[src/rtl/mux_nw_reg.sv]
// mux_nw_reg: N-channel, W-bit registered multiplexer with valid/ready handshakes.
//
// A single output pipeline register is loaded from one granted input channel per cycle.
// Fixed mode grants channel j. Round-robin mode scans from an internal pointer, wrapping
// modulo N. Round-robin mode exists only when the macro MUX_RR_EN is defined; without it
// `mode` is ignored and the block always uses the fixed select.
//
// Ports:
//   clk      - clock, rising edge
//   rst_n    - asynchronous active-low reset
//   i_data   - N packed words, channel k at [k*W +: W]
//   i_valid  - per-channel valid
//   i_ready  - per-channel accept (one-hot or zero), combinational
//   j        - channel select for fixed mode
//   mode     - 0 fixed, 1 round-robin (honoured only with MUX_RR_EN)
//   o        - registered output word
//   o_valid  - o holds an unconsumed word
//   o_ready  - consumer accepts o
//   o_chan   - index of the channel that supplied o
module mux_nw_reg #(
  parameter int unsigned N  = 4,
  parameter int unsigned W  = 8,
  parameter int unsigned SW = $clog2(N)
) (
  input  logic            clk,
  input  logic            rst_n,
  input  logic [N*W-1:0]  i_data,
  input  logic [N-1:0]    i_valid,
  output logic [N-1:0]    i_ready,
  input  logic [SW-1:0]   j,
  input  logic            mode,
  output logic [W-1:0]    o,
  output logic            o_valid,
  input  logic            o_ready,
  output logic [SW-1:0]   o_chan
);

  logic          ld;
  logic          fix_any;
  logic [SW-1:0] fix_idx;
  logic          gnt_any;
  logic [SW-1:0] gnt_idx;
  logic [W-1:0]  gnt_data;

  assign ld = !o_valid || o_ready;

  // Fixed select: a j beyond N-1 matches no channel and so grants nothing.
  always_comb begin
    fix_any = 1'b0;
    fix_idx = '0;
    for (int unsigned k = 0; k < N; k++) begin
      if (i_valid[k] && (j == SW'(k))) begin
        fix_any = 1'b1;
        fix_idx = SW'(k);
      end
    end
  end

`ifdef MUX_RR_EN
  logic [SW-1:0] ptr_q;
  logic [SW-1:0] ptr_d;
  logic          rr_any;
  logic [SW-1:0] rr_idx;

  // Pick the valid channel with the smallest forward distance from ptr (modulo N).
  always_comb begin
    int unsigned best;
    int unsigned dist;
    rr_any = 1'b0;
    rr_idx = '0;
    best   = N;
    for (int unsigned k = 0; k < N; k++) begin
      dist = (k >= 32'(ptr_q)) ? (k - 32'(ptr_q)) : (k + N - 32'(ptr_q));
      if (i_valid[k] && (dist < best)) begin
        best   = dist;
        rr_any = 1'b1;
        rr_idx = SW'(k);
      end
    end
  end

  assign gnt_any = mode ? rr_any : fix_any;
  assign gnt_idx = mode ? rr_idx : fix_idx;

  always_comb begin
    ptr_d = ptr_q;
    if (mode && gnt_any && ld) begin
      ptr_d = (gnt_idx == SW'(N - 1)) ? '0 : gnt_idx + SW'(1);
    end
  end

  always_ff @(posedge clk or negedge rst_n) begin
    if (!rst_n) begin
      ptr_q <= '0;
    end else begin
      ptr_q <= ptr_d;
    end
  end
`else
  logic unused_mode;
  assign unused_mode = mode;
  assign gnt_any     = fix_any;
  assign gnt_idx     = fix_idx;
`endif

  always_comb begin
    gnt_data = '0;
    for (int unsigned k = 0; k < N; k++) begin
      if (gnt_idx == SW'(k)) begin
        gnt_data = i_data[k*W +: W];
      end
    end
  end

  // Gated by rst_n so no channel sees an accept while the register is held in reset.
  always_comb begin
    i_ready = '0;
    for (int unsigned k = 0; k < N; k++) begin
      i_ready[k] = rst_n && ld && gnt_any && (gnt_idx == SW'(k));
    end
  end

  always_ff @(posedge clk or negedge rst_n) begin
    if (!rst_n) begin
      o       <= '0;
      o_valid <= 1'b0;
      o_chan  <= '0;
    end else if (ld) begin
      if (gnt_any) begin
        o       <= gnt_data;
        o_chan  <= gnt_idx;
        o_valid <= 1'b1;
      end else begin
        // Drain: o and o_chan keep the last word.
        o_valid <= 1'b0;
      end
    end
  end

endmodule

[config.mk]
export PLATFORM = sky130hd
export DESIGN_NAME = mux_nw_reg
export DESIGN_NICKNAME = d
export VERILOG_FILES = /design/src/rtl/mux_nw_reg.sv
export SDC_FILE = /design/constraint.sdc
export NUM_CORES = 1
export LEC_CHECK = 0
export CORE_MARGIN = 2
export CORE_UTILIZATION = 39
export DETAILED_ROUTE_END_ITERATION = 7
export GPL_ROUTABILITY_DRIVEN = 0
export MAX_ROUTING_LAYER = met4
export PLACE_DENSITY = 0.9
export SETUP_SLACK_MARGIN = 0.02
export SLEW_MARGIN = 20
export SYNTH_ARGS = -nofsm -noshare
export SYNTH_HDL_FRONTEND = slang
export SYNTH_SLANG_ARGS = --single-unit
[constraint.sdc]
create_clock -name clk -period 3.01 [get_ports clk]
set_clock_uncertainty 0.05 [all_clocks]
set_input_delay 0.602 -clock clk [delete_from_list [all_inputs] [get_ports clk]]
set_output_delay 0.602 -clock clk [all_outputs]
set_load 0.02 [all_outputs]
==> results.py, run 1 <==
metrics = {
    "place": {
        "dp_slack_ps": -244,
        "port_buffers": 55,
        "placed_cell_area_um2": 1550,
        "dpl.cell_count": 192,
        "dp_hpwl_um": 2130,
    },
    "cells_and_area": {
        "num-fill-cells": 179,
        "n_antenna_cell": 0,
        "drive_above_1_share_pct": 20.2,
        "fin_area_um2": 1580,
        "stdcell_count": 196,
        "fin_nets": 211,
        "register_area_um2": 275,
        "area_growth_pct": 70.0,
        "multi_input_area_um2": 577,
    },
    "timing": {
        "hold_viol_final": 0,
        "setup_viol": 0,
        "slew_headroom_pct": 66.6,
        "period_share_pct": 96.7,
        "setup_slack_ps": 99.0,
        "max_freq_ghz": 0.344,
        "worstMarginPinSlew_ps": 500,
        "drv_slew": 0,
        "rsz0062_at_grt": "false",
        "fin_setup_tns_ps": 0,
        "fin_crit_ps": 2910,
    },
    "clock_tree": {
        "ctsRootBufferMaster": "clkbuf_4",
        "cts.sinks": 11,
        "htree_num_levels": 1,
        "post_cts_buffers": 0,
        "cts-buffers-inserted": 3,
        "clk_latency_ps": 270,
        "clockBufferDepth": 2,
        "cts_tree": "yes",
        "clk_pin_slew_ps": 70,
    },
    "route": {
        "dr.first_iter.drc_count": 19,
        "drt_wl_total_um": 2500,
        "post-route-drc-count": 0,
        "wl_per_cell_um": 12.8,
        "dr.pass1.iters": 4,
        "dr_total_vias": 1074,
        "ant_nets": 0,
        "via_per_inst": 5.48,
    },
    "critical_path": {
        "critPathMaxFanout": 7,
        "required_ps": 2360,
        "reg2reg_slack_ps": 1110,
        "critical_path_class": "in2out",
        "worst_path_max_delay_cell": "clkdlybuf4s50_1",
        "path_cells": "clkdlybuf4s50_1 > nand2_1 > a211oi_4 > o21ai_4 > nor2_1 > clkdlybuf4s15_1",
        "r2r-start": "o_valid",
        "crit_path_end_kind": "output port",
        "critPathArrivalTime_ps": 2260,
        "regToRegEndpoint": "o[3]",
        "critPathLaunchType": "input pin",
        "path_buf_inv": 2,
        "critPathTopFamily": "buffers and inverters",
        "max_stage_delay_ps": 580,
        "r2r_cells": 6,
    },
    "synthesis": {
        "synth_area_um2": 927,
        "syn-instance-count": 104,
        "ys_ff_latch": 11,
        "syn-mean-instance-area_um2": 8.91,
        "syn-num-nets": 146,
        "synth_top_area_share_pct": 29.7,
        "yosysTopAreaCell": "dfrtp_1",
        "yosysSeqAreaShare_pct": 29.7,
        "synthDistinctLibCells": 27,
        "ys_top_cells_by_area": "dfrtp_1 30%, a31oi_2 11%, o21ai_0 8.6%, a22o_1 7.6%, a22oi_1 6.5%",
        "ys_warn_count": 0,
    },
    "outcome": {
        "status": "complete, no violations",
    },
    "global_route": {
        "grt_remaining_overflow": 0,
        "grt.total_usage_pct": 21.1,
        "grt_start_max_net_pins": 19,
        "antenna_found_initial": 0,
        "grt_pass1_wl_um": 4220,
        "grt_pass1_vias": 994,
    },
    "power": {
        "total_power_mw": 0.608,
        "powerDensity_nw_per_um2": 386,
        "ir_drop_uv": 236,
        "p_leak_nw": 0.622,
    },
    "min_path": {
        "holdCritStartpoint": "o_chan[1]",
        "hold-path-endpoint": "o_chan[1]",
        "worstHoldPathCells": 2,
        "hp-class": "reg2reg",
    },
    "die": {
        "coreArea_um2": 2230,
        "fp.dieH_um": 52.8,
        "initial_core_util_pct": 41.5,
        "rows": 17,
        "dieWidth_um": 52.8,
        "die_area_um2": 2780,
        "ios": 57,
    },
    "flow_run": {
        "drv_cap": 0,
    },
}
==> through the flow <==
stage	hold WS [ps]	util, %
after floorplan	256	-
after global placement	464	69.4
after detailed placement	471	69.4
after CTS	481	70.5
after global routing	531	70.6
final	478	70.6
==> metal layers <==
metal / GRT usage, % / vias to the layer above / wire (um)
met4: 8.97 / 0 / 39
met5: - / - / 0
met1: 24.8 / 494 / 1060
met3: 3.14 / 4 / 170
met2: 35.6 / 60 / 1230
li1: - / 516 / -
==> cells in the mapped netlist (all sizes together) <==
| cell | instances |
|---|---|
| buf | 8 |
| and2b | 1 |
| nor2 | 3 |
| nand3 | 1 |
| o22ai | 1 |
| a21o | 1 |
| or2 | 1 |
| nor2b | 1 |
| o21ai | 17 |
| nor3 | 11 |
| nand2 | 14 |
| mux2 | 1 |
| a31oi | 8 |
| a22oi | 8 |
| nand2b | 1 |
| inv | 3 |
| and3b | 1 |
| mux2i | 1 |
| clkbuf | 1 |
| a211oi | 1 |
| o21bai | 1 |
| dfrtp | 11 |
| a22o | 8 |
==> cells in the final DEF (no fill, tap or decap), drive strengths merged <==
cell type | Yosys | routed
clkbuf | 1 | 4
a211oi | 1 | 1
a22oi | 8 | 8
mux2i | 1 | 1
clkdlybuf4s50 | 0 | 51
a22o | 8 | 8
a31oi | 8 | 8
nor2 | 3 | 3
a21o | 1 | 1
inv | 3 | 3
or2 | 1 | 1
mux2 | 1 | 1
buf | 8 | 14
nand2b | 1 | 1
clkdlybuf4s15 | 0 | 1
o21ai | 17 | 17
dfrtp | 11 | 11
o21bai | 1 | 1
o22ai | 1 | 1
nand2 | 14 | 14
nand3 | 1 | 1
nor2b | 1 | 1
nor3 | 11 | 11
and2b | 1 | 1
dlygate4sd2 | 0 | 3
and3b | 1 | 1
==> how the worst max path moves through the flow <==
stage	start	end	cells past startpoint
floorplan	j[0]	i_ready[0]	7
global placement	j[0]	i_ready[1]	6
global route	j[0]	i_ready[2]	6
CTS	j[0]	i_ready[2]	6
finish	j[0]	i_ready[2]	6
detailed placement	j[0]	i_ready[2]	6
==> flip-flops by register name, summed over array words and instances, names as in the netlist <==
register  cells
o             8
o_chan        2
o_valid       1
==> power breakdown <==
part	switching (mW)	internal (mW)
Clock	0.0495	0.0514
Combinational	0.139	0.171
Sequential	0.0166	0.181
==> layout make-up <==
class                           instances  area share, %
Multi-Input combinational cell         81           36.6
Inverter                                3          0.714
Tap cell                               28           2.22
Timing Repair Buffer                   69           41.3
Sequential cell                        11           17.5
Clock buffer                            4           1.67
==> repair_timing <==
action | in CTS | in global routing
setup endpoints to repair | 4 | 1
gates resized for setup | 5 | 1
hold endpoints to repair | 0 | 0
pin swaps | 0 | 0
hold buffers | 0 | 0
==> worst reg2reg max path: stages, from the launching register on <==
cell      delay, ps
dfrtp_1         370
nor2b_1         160
buf_4           150
a211oi_4        260
buf_4           210
or2_1           420
a31oi_2         150
==> kinds of logic after synthesis <==
group / Yosys count / synth area share, %
AOI/OAI and AO/OA: 45 / 40.4
buffers and inverters: 12 / 8.64
DFF: 11 / 29.7
muxes: 2 / 2.29
and+or+nand+nor: 34 / 19.0
Power figures use the tool's default switching activity.
==> run 2: changes to the inputs <==
HOLD_SLACK_MARGIN = 0.12   (was not set)
==> results of run 2 <==
Same layout as run 1: the final DEF is identical, and so are final timing and power.
